### config.mk
export PLATFORM = sky130hd
export DESIGN_NAME = ext_pipe
export DESIGN_NICKNAME = d
export VERILOG_FILES = /design/src/rtl/ext_pkg.sv /design/src/rtl/ext_comb.sv /design/src/rtl/ext_pipe.sv
export SDC_FILE = /design/constraint.sdc
export NUM_CORES = 1
export LEC_CHECK = 0
export CORE_UTILIZATION = 49
export DETAILED_ROUTE_END_ITERATION = 16
export GPL_TIMING_DRIVEN = 0
export HOLD_SLACK_MARGIN = 0.06
export PLACE_DENSITY_LB_ADDON = 0.15
export SLEW_MARGIN = 0
export SYNTH_ARGS = -nofsm -noshare
export SYNTH_HDL_FRONTEND = slang
export SYNTH_SLANG_ARGS = --single-unit
### constraint.sdc
create_clock -name clk -period 1.63 [get_ports clk]
set_clock_uncertainty 0.05 [all_clocks]
set_input_delay 0.326 -clock clk [delete_from_list [all_inputs] [get_ports clk]]
set_output_delay 0.326 -clock clk [all_outputs]
set_load 0.02 [all_outputs]
### src/rtl/ext_pkg.sv
// ext_pkg -- shared definitions for the immediate-extension pipeline.
//
// Holds the EOp mode encodings used by the decoder and the bench, and the
// occupancy states of the two-entry output buffer in ext_pipe.
// No ports (package).

package ext_pkg;

    // Extension mode encodings (EOp). 3'b101..3'b111 are reserved.
    localparam logic [2:0] EXT_SIGN    = 3'b000;
    localparam logic [2:0] EXT_ZERO    = 3'b001;
    localparam logic [2:0] EXT_HIGH    = 3'b010;
    localparam logic [2:0] EXT_SIGN_SH = 3'b011;
    localparam logic [2:0] EXT_ZERO_SH = 3'b100;

    // Occupancy of the in-order result buffer.
    typedef enum logic [1:0] {
        BUF_EMPTY = 2'd0,
        BUF_ONE   = 2'd1,
        BUF_FULL  = 2'd2
    } buf_state_e;

endpackage

### src/rtl/ext_comb.sv
// ext_comb -- purely combinational immediate extender.
//
// Ports:
//   imm     (in,  IMM_W)  immediate operand
//   eop     (in,  3)      extension mode, encodings from ext_pkg
//   ext     (out, DATA_W) extended result (0 for reserved modes)
//   ext_err (out, 1)      set when eop is a reserved encoding
//
// Parameters: IMM_W, DATA_W, SHAMT. DATA_W must be at least IMM_W + SHAMT
// so the shifted modes never lose immediate bits.

module ext_comb
    import ext_pkg::*;
#(
    parameter int IMM_W  = 16,
    parameter int DATA_W = 32,
    parameter int SHAMT  = 2
) (
    input  logic [IMM_W-1:0]  imm,
    input  logic [2:0]        eop,
    output logic [DATA_W-1:0] ext,
    output logic              ext_err
);

    logic [DATA_W-1:0] sx;
    logic [DATA_W-1:0] zx;

    // Size casts of a signed/unsigned operand give sign/zero extension and
    // stay legal even when DATA_W == IMM_W (no zero-width replication).
    assign sx = DATA_W'($signed(imm));
    assign zx = DATA_W'(imm);

    always_comb begin
        ext     = '0;
        ext_err = 1'b0;
        case (eop)
            EXT_SIGN:    ext = sx;
            EXT_ZERO:    ext = zx;
            EXT_HIGH:    ext = zx << (DATA_W - IMM_W);
            EXT_SIGN_SH: ext = sx << SHAMT;
            EXT_ZERO_SH: ext = zx << SHAMT;
            default:     ext_err = 1'b1;
        endcase
    end

endmodule

### src/rtl/ext_pipe.sv
// ext_pipe -- valid/ready wrapper around ext_comb with a 2-entry result buffer.
//
// Ports:
//   clk       (in,  1)      rising-edge clock
//   reset     (in,  1)      synchronous active-high reset
//   in_valid  (in,  1)      request valid
//   in_ready  (out, 1)      request accepted this cycle (registered)
//   imm       (in,  IMM_W)  immediate operand
//   EOp       (in,  3)      extension mode
//   out_valid (out, 1)      result valid (registered)
//   out_ready (in,  1)      consumer accepts result
//   ext       (out, DATA_W) extended result (registered)
//   ext_err   (out, 1)      result came from a reserved EOp (registered)
//
// Requests are decoded at the input and the decoded result is stored, so a
// request accepted on one edge is visible at the outputs right after it.
// The head entry drives the outputs directly; the tail entry only fills
// when the consumer stalls, which is what keeps full throughput with a
// registered in_ready.

module ext_pipe
    import ext_pkg::*;
#(
    parameter int IMM_W  = 16,
    parameter int DATA_W = 32,
    parameter int SHAMT  = 2
) (
    input  logic              clk,
    input  logic              reset,
    input  logic              in_valid,
    output logic              in_ready,
    input  logic [IMM_W-1:0]  imm,
    input  logic [2:0]        EOp,
    output logic              out_valid,
    input  logic              out_ready,
    output logic [DATA_W-1:0] ext,
    output logic              ext_err
);

    logic [DATA_W-1:0] dec_ext;
    logic              dec_err;

    ext_comb #(
        .IMM_W  (IMM_W),
        .DATA_W (DATA_W),
        .SHAMT  (SHAMT)
    ) u_dec (
        .imm     (imm),
        .eop     (EOp),
        .ext     (dec_ext),
        .ext_err (dec_err)
    );

    buf_state_e        state_q, state_d;
    logic [DATA_W-1:0] head_ext_q, head_ext_d;
    logic              head_err_q, head_err_d;
    logic [DATA_W-1:0] tail_ext_q, tail_ext_d;
    logic              tail_err_q, tail_err_d;
    logic              in_ready_q, in_ready_d;
    logic              out_valid_q, out_valid_d;

    logic push;
    logic pop;

    assign push = in_valid & in_ready_q;
    assign pop  = out_valid_q & out_ready;

    always_comb begin
        state_d    = state_q;
        head_ext_d = head_ext_q;
        head_err_d = head_err_q;
        tail_ext_d = tail_ext_q;
        tail_err_d = tail_err_q;
        case (state_q)
            BUF_EMPTY: begin
                if (push) begin
                    head_ext_d = dec_ext;
                    head_err_d = dec_err;
                    state_d    = BUF_ONE;
                end
            end
            BUF_ONE: begin
                case ({push, pop})
                    2'b10: begin
                        tail_ext_d = dec_ext;
                        tail_err_d = dec_err;
                        state_d    = BUF_FULL;
                    end
                    2'b01: state_d = BUF_EMPTY;
                    2'b11: begin
                        // Head leaves and the new request takes its place.
                        head_ext_d = dec_ext;
                        head_err_d = dec_err;
                    end
                    default: ;
                endcase
            end
            BUF_FULL: begin
                // in_ready is low whenever FULL, so only a pop can occur.
                if (pop) begin
                    head_ext_d = tail_ext_q;
                    head_err_d = tail_err_q;
                    state_d    = BUF_ONE;
                end
            end
            default: state_d = BUF_EMPTY;
        endcase

        // Flags are derived from the next state so they line up with it.
        in_ready_d  = (state_d != BUF_FULL);
        out_valid_d = (state_d != BUF_EMPTY);
    end

    always_ff @(posedge clk) begin
        if (reset) begin
            state_q     <= BUF_EMPTY;
            head_ext_q  <= '0;
            head_err_q  <= 1'b0;
            tail_ext_q  <= '0;
            tail_err_q  <= 1'b0;
            in_ready_q  <= 1'b0;
            out_valid_q <= 1'b0;
        end else begin
            state_q     <= state_d;
            head_ext_q  <= head_ext_d;
            head_err_q  <= head_err_d;
            tail_ext_q  <= tail_ext_d;
            tail_err_q  <= tail_err_d;
            in_ready_q  <= in_ready_d;
            out_valid_q <= out_valid_d;
        end
    end

    assign in_ready  = in_ready_q;
    assign out_valid = out_valid_q;
    assign ext       = head_ext_q;
    assign ext_err   = head_err_q;

endmodule
==> results.md, run 1 <==
- Status: finished, violations left
- Failing checks: setup timing
- Fin. Hold Viols: 0
- CTS Buf Count: 9
- Fillers: 658
- Critical-path cell list: dlygate4sd2_1 > or2_1 > buf_2 > o21ai_1 > nand2_1 > a311oi_2
- PortBufs: 54
- Row Count: 31
- Initial antenna violation count: 0
- Final min period: 1630 ps
- Clock sinks: 70
- Cells after Synth: about 430
- Data arrival, critical path: 1850 ps
- Ys async rst share: 0
- P_sw: 1280 µW
- CP peak stage delay: 330 ps
- Largest net degree at the start of global routing: 13
- Number of synthesis warnings: 0
- Via count: 3693
- Hold Path Class: flop to flop
- Sw Share: 0.308
- Worst setup slack after layout: -2.69 ps
- RR Startpoint: state_q[1]
- Final nets: 535
- Grt total ovfl: 0
- Clk pwr share: 0.334
- Sequential-to-total area share from yosys stat: 0.371
- Final slew viol count: 0
- Syn Nets: 456
- Crit path max fanout: 10
- DP HPWL: 7600 µm
- Starting Density: 0.513
- Post-place setup slack: -719 ps
- CP Data Required Time: 1850 ps
- Pwr dens: roughly 850 mW/mm²
- Antenna Nets Post-Route: 0
- Worst vdd ir: 0.000434 V
- Most frequent cells in the layout: nand2_1, dfxtp_1, nor2_1
- TritonCTS clock tree: yes
- Routed len/inst: 17.8 µm
- I/O pins: a little under 60
- Critical path class: input port to flop
- Reg2reg end: ext[14]
- Clock transition at the registers of the reported paths: 80 ps
- Top FF cell, synth: dfxtp_1
- DRC Markers: 0
- Yosys cell types: 43
- Core Util, Final: 0.660
- Max-cap viol count: 0
- Startpoint class of the critical path: input port
- Drt first pass iters: 5
- Hold buffer count at CTS: 0
- Lkg Pwr: 0.00196 µW
- H-tree Lvls: 3
- Crit share post-route: 1.00
- Worst reg2reg path depth: 6
- Inst Count DP: around 600
- Hold-critical path depth: 2
- Synth-to-layout area growth: 28.7%
- Core area: ~0.0074 mm²
- Clock buffer depth: 2
- Die Height: 89.8 µm
- First-pass GRT wire length: between 15000 and 20000 µm
- Synth Cell Area: 0.00378 mm²
- Worst-Margin Slew: 782 ps
- Synth top area cells: dfxtp_1, nand2_1, a311oi_2, a211oi_1, nor2_1
- Share of the synthesized area in the top cell type: 0.371
- Synth Area per Inst: between 8 and 9 µm²
- Reg power frac: 0.443
- Power Internal: roughly 2900 µW
- Setup_tns: -2.69 ps
- Fin cells: ~620
- Vias in the first global route: 3410
- Tot Pwr: ~4200 µW
- WL final: 11000 µm
- Critical path capture point type: flop
- Flop and latch count out of synthesis: 70
- Fmax: 612 MHz
- GRT Resource Usage Total: 0.273
- Most common cell after layout, fill and taps aside: nand2_1
- Logic pwr share: 0.223
- Top cell type by total area after synthesis: dfxtp_1
- Worst-Skew Late Latency: 350 ps
- Die width: 89.8 µm
- Min-Delay Endpoint: tail_ext_q[21]
- Worst path slowest cell: dlygate4sd2_1
- Initial DRC Count: 207
- Ant diodes: 0
- Slew HR: 0.479
- Avg Vias per Cell: 6.00
- Layout cells sized above 1: 0.232
- RSZ-0062 raised after global routing: yes
- Area of the die: 0.00807 mm²
- Final Setup Violations: 1
- Root buf cell: clkbuf_8
- Hold path start: tail_ext_q[21]
- Placer Congestion: ~0.94
- Register-to-register setup slack: 60 ps
- EDFF count, synth: 0
-- area by class of cell --
class	instances	area, µm²	area share
multi-input combinational	313	2230	0.458
timing repair buffer	69	612	0.126
buffer	45	292	0.0599
inverter	4	15.0	0.00309
sequential	70	1410	0.289
tap	99	124	0.0255
clock inverter	6	62.6	0.0129
clock buffer	10	128	0.0262
-- power by group through the flow --
stage / Clock [µW] / Sequential (µW) / Combinational, µW
after floorplan: 0 / 1950 / 485
after global placement: 0 / 1880 / 864
after detailed placement: 0 / 1880 / 874
after CTS: 1390 / 1840 / 877
after global routing: 1480 / 1850 / 985
final: 1390 / 1840 / 927
-- through the flow --
step	cell area (µm²)	hold WS [ps]
2_1_floorplan	3780	387
3_3_place_gp	4450	393
3_5_place_dp	4450	397
4_1_cts	4760	407
5_1_grt	4870	425
6_report	4870	406
-- kinds of logic after synthesis --
| logic type | Yosys count | synth area share |
|---|---|---|
| flops | 70 | 0.371 |
| buf+inv | 50 | 0.0745 |
| compound gates | 116 | 0.272 |
| mux | 15 | 0.0397 |
| simple gates | 182 | 0.244 |
-- per-layer routing --
layer / vias to the layer above / track usage / part of all wire
met5: - / 0 / 0
met4: 0 / 0.109 / 0.028
met3: 31 / 0.0558 / 0.077
met2: 154 / 0.440 / 0.46
met1: 1746 / 0.357 / 0.44
li1: 1762 / - / -
-- what timing repair did --
| item | in CTS | in global routing |
|---|---|---|
| setup buffers | 6 | 7 |
| pin swaps | 3 | 5 |
| resized for setup | 64 | 23 |
| cloned | 1 | 1 |
| endpoints found under the hold margin | 0 | 0 |
| endpoints found under the setup margin | 103 | 64 |
-- critical path: cells and delay by family --
family / cells / cell delay (ps)
AO/OA/AOI/OAI: 2 / 530
buffers and inverters: 2 / 540
AND/OR/NAND/NOR: 2 / 450
-- worst max-delay path by stage --
stage | start | to | slack (ps) | cells after the start
after floorplan | in_ready | ext[4] | 30 | 5
after global placement | EOp[2] | ext[3] | -700 | 6
after detailed placement | EOp[2] | ext[3] | -720 | 6
after CTS | state_q[1] | ext[21] | 9 | 6
after global routing | EOp[2] | ext[25] | -50 | 6
final | EOp[2] | ext[25] | -3 | 6
-- synth_stat cells (all sizes together) (2+ instances only) --
cell type  count
nor3          21
or2            3
a221oi        11
and4b         11
a21oi         24
clkbuf        18
a211oi        27
nand2         78
o41ai          4
a32o          12
nand4bb        3
nor2          44
dfxtp         70
a311oi        17
o211ai         3
o21ai         13
nor2b          2
mux2i         15
buf           28
inv            3
nand4          4
nand2b         4
nand3          6
nand4b         3
-- state kept, by name, indices dropped and copies added (netlist names) --
| name | cells |
|---|---|
| ext | 32 |
| tail_ext_q | 32 |
| state_q | 2 |
| ext_err | 1 |
| in_ready | 1 |
| out_valid | 1 |
| tail_err_q | 1 |
(Power assumes the default switching activity.)
==> run 2: changes to the inputs <==
--- a/config.mk
+++ b/config.mk
@@ -5,7 +5,8 @@
 export SDC_FILE = /design/constraint.sdc
 export NUM_CORES = 1
 export LEC_CHECK = 0
-export CORE_UTILIZATION = 49
+export ABC_AREA = 1
+export CORE_UTILIZATION = 48
 export DETAILED_ROUTE_END_ITERATION = 16
 export GPL_TIMING_DRIVEN = 0
 export HOLD_SLACK_MARGIN = 0.06
==> run 2 against run 1 <==
Against the previous run: the flow now finishes without violations; final cell count grew 8.6%; sequential cell count is the same; total power grew 1.2%; wire length shrank 12%; critical endpoint is now tail_ext_q[24]; largest cell class unchanged.
==> results.md, run 2 <==
- Status: completed (was finished, violations left)
- CP peak stage delay: 560 ps (was 330 ps)
- Hold path start: EOp[2] (was tail_ext_q[21])
- Clock buffer depth: 2 (unchanged)
- Register-to-register setup slack: 150 ps (was 60 ps)
- Critical-path cell list: clkdlybuf4s50_1 > nor2_1 > o21ai_2 > buf_4 > nand2_1 > nor2_1 > nor2_1 (was dlygate4sd2_1 > or2_1 > buf_2 > o21ai_1 > nand2_1 > a311oi_2)
- Drt first pass iters: 5 (unchanged)
- Final nets: 611 (was 535)
- Final Setup Violations: 0 (was 1)
- Critical path class: input port to flop (unchanged)
- RSZ-0062 raised after global routing: yes (unchanged)
- Clk pwr share: 0.345 (was 0.334)
- Worst vdd ir: 0.000516 V (was 0.000434 V)
- RR Startpoint: state_q[1] (unchanged)
- Sequential-to-total area share from yosys stat: 0.421 (was 0.371)
- Tot Pwr: 4200 µW (was 4150 µW)
- Initial DRC Count: 264 (was 207)
- Number of synthesis warnings: 0 (unchanged)
- Max-cap viol count: 0 (unchanged)
- P_sw: 1270 µW (was 1280 µW)
- Flop and latch count out of synthesis: 70 (unchanged)
- Final min period: 1520 ps (was 1630 ps)
- Critical path origin: EOp[0] (was EOp[2])
- Finished Cell Area: 0.00420 mm² (was 0.00487 mm²)
- Worst-Margin Slew: 532 ps (was 782 ps)
- Core area: 0.00653 mm² (was 0.00737 mm²)
- DRC Markers: 0 (unchanged)
- CTS Buf Count: 9 (unchanged)
- Routed len/inst: 14.4 µm (was 17.8 µm)
- Starting Density: 0.509 (was 0.513)
- Most common cell after layout, fill and taps aside: nor2_1 (was nand2_1)
- Avg Vias per Cell: 5.30 (was 6.00)
- Pwr dens: 1000 mW/mm² (was 853 mW/mm²)
- Syn Nets: 542 (was 456)
- Top cell type by total area after synthesis: dfxtp_1 (unchanged)
- Initial antenna violation count: 0 (unchanged)
- Slew HR: 0.645 (was 0.479)
- First-pass GRT wire length: 15100 µm (was 17600 µm)
- Critical path capture point type: flop (unchanged)
- Dominant cell by count in the synthesized netlist: nor2_1 (was nand2_1)
- DP HPWL: 6780 µm (was 7600 µm)
- Root buf cell: clkbuf_8 (unchanged)
- Share of the synthesized area in the top cell type: 0.421 (was 0.371)
- Die width: 85.2 µm (was 89.8 µm)
- Logic pwr share: 0.203 (was 0.223)
- Inst Count DP: 652 (was 586)
- Synth Cell Area: 0.00333 mm² (was 0.00378 mm²)
- Most frequent cells in the layout: nor2_1, nand2_1, dfxtp_1 (was nand2_1, dfxtp_1, nor2_1)
- Ys async rst share: 0 (unchanged)
- Placer Congestion: 0.951 (was 0.944)
- EDFF count, synth: 0 (unchanged)
- Die Height: 85.2 µm (was 89.8 µm)
- Vias in the first global route: 3136 (was 3410)
- Fin. Hold Viols: 0 (unchanged)
- Yosys cell types: 18 (was 43)
- I/O pins: 58 (unchanged)
- Cells after Synth: 519 (was 433)
- Post-synth top cells: nor2_1, nand2_1, dfxtp_1 (was nand2_1, dfxtp_1, nor2_1)
- CP Data Required Time: 1840 ps (was 1850 ps)
- Crit path max fanout: 10 (unchanged)
- Setup_tns: 0 ps (was -2.69 ps)
- Startpoint class of the critical path: input port (unchanged)
- PortBufs: 56 (was 54)
- Power Internal: 2930 µW (was 2880 µW)
- Worst-Skew Late Latency: 360 ps (was 350 ps)
- Grt total ovfl: 0 (unchanged)
- Fin cells: 669 (was 616)
- Largest net degree at the start of global routing: 12 (was 13)
- Synth top area cells: dfxtp_1, nor2_1, nand2_1, o21ai_0, a21oi_1 (was dfxtp_1, nand2_1, a311oi_2, a211oi_1, nor2_1)
- Synth Area per Inst: 6.41 µm² (was 8.73 µm²)
- Reg power frac: 0.452 (was 0.443)
- Clock transition at the registers of the reported paths: 70 ps (was 80 ps)
- Core Util, Final: 0.643 (was 0.660)
- Clock sinks: 70 (unchanged)
- H-tree Lvls: 3 (unchanged)
- Worst path slowest cell: clkdlybuf4s50_1 (was dlygate4sd2_1)
- Hold Path Class: input port to flop (was flop to flop)
- Area of the die: 0.00727 mm² (was 0.00807 mm²)
- Placed Area: 0.00398 mm² (was 0.00445 mm²)
- Data arrival, critical path: 1730 ps (was 1850 ps)
- Cell mode on critical path: nor2_1
- Final slew viol count: 0 (unchanged)
- GRT Resource Usage Total: 0.271 (was 0.273)
- Layout cells sized above 1: 0.101 (was 0.232)
- Crit share post-route: 0.935 (was 1.00)
- Fmax: 656 MHz (was 612 MHz)
- Sw Share: 0.303 (was 0.308)
- Synth-to-layout area growth: 26.3% (was 28.7%)
- Top FF cell, synth: dfxtp_1 (unchanged)
- Row Count: 29 (was 31)
- Via count: 3549 (was 3693)
- Antenna Nets Post-Route: 0 (unchanged)
- Ant diodes: 0 (unchanged)
- WL final: 9650 µm (was 11000 µm)
- TritonCTS clock tree: yes (unchanged)
- Lkg Pwr: 0.00202 µW (was 0.00196 µW)
[run 2: kinds of logic after synthesis]
group	Yosys count	synth area share
AND/OR/NAND/NOR	253	0.301
AO/OA/AOI/OAI	121	0.183
buffers and inverters	75	0.0948
flip-flops	70	0.421
[run 2: through the flow]
step	hold slack [ps]	setup WS (ps)
after floorplan	345	258
after global placement	385	-465
after detailed placement	395	-483
after CTS	284	0.0235
after global routing	328	-2.97
final	310	106
[run 2: timing repair]
item	CTS	global route
hold buffers	0	0
pin swaps	0	2
endpoints found under the hold margin	0	0
resized for setup	39	30
gates cloned	0	1
setup buffers	0	1
setup endpoints to repair	57	64
[run 2: final timing paths]
check	endpoint	cells after the start
worst min register to register	tail_ext_q[31]	2
worst min-delay path	tail_err_q	3
worst max-delay path	tail_ext_q[24]	7
worst max register to register	tail_err_q	7
[run 2: layout make-up]
class                           instances  area, µm²
Buffer                                 33        190
Multi-Input combinational cell        375       1630
Inverter                               42        158
Fill cell                             644       2330
Clock buffer                           12        155
Timing Repair Buffer                   57        523
Tap cell                               77       96.3
Sequential cell                        70       1400
Clock inverter                          3       43.8
[run 2: critical path, delay by kind of cell]
kind | cells | cell delay, ps
buffers and inverters | 2 | 760
and+or+nand+nor | 4 | 400
AOI/OAI and AO/OA | 1 | 220
[run 2: power by group through the flow]
| stage | Clock (µW) | Sequential (µW) | Combinational [µW] |
|---|---|---|---|
| after global placement | 0 | 1940 | 873 |
| after floorplan | 0 | 2050 | 389 |
| final | 1450 | 1900 | 853 |
| after detailed placement | 0 | 1940 | 881 |
| after CTS | 1450 | 1900 | 824 |
| after global routing | 1520 | 1910 | 932 |
[run 2: layer usage]
metal  vias up  global-route usage  part of all wire
li1       1773                   -                 -
met4         0               0.126             0.023
met1      1635               0.368              0.46
met5         -                   0                 0
met2       121               0.425              0.46
met3        20              0.0389             0.056
==> run 3: changes to the inputs <==
--- a/config.mk
+++ b/config.mk
@@ -5,8 +5,7 @@
 export SDC_FILE = /design/constraint.sdc
 export NUM_CORES = 1
 export LEC_CHECK = 0
-export ABC_AREA = 1
-export CORE_UTILIZATION = 48
+export CORE_UTILIZATION = 49
 export DETAILED_ROUTE_END_ITERATION = 16
 export GPL_TIMING_DRIVEN = 0
 export HOLD_SLACK_MARGIN = 0.06
==> results of run 3 <==
The final DEF is identical to that of run 1; final timing and power are the same.
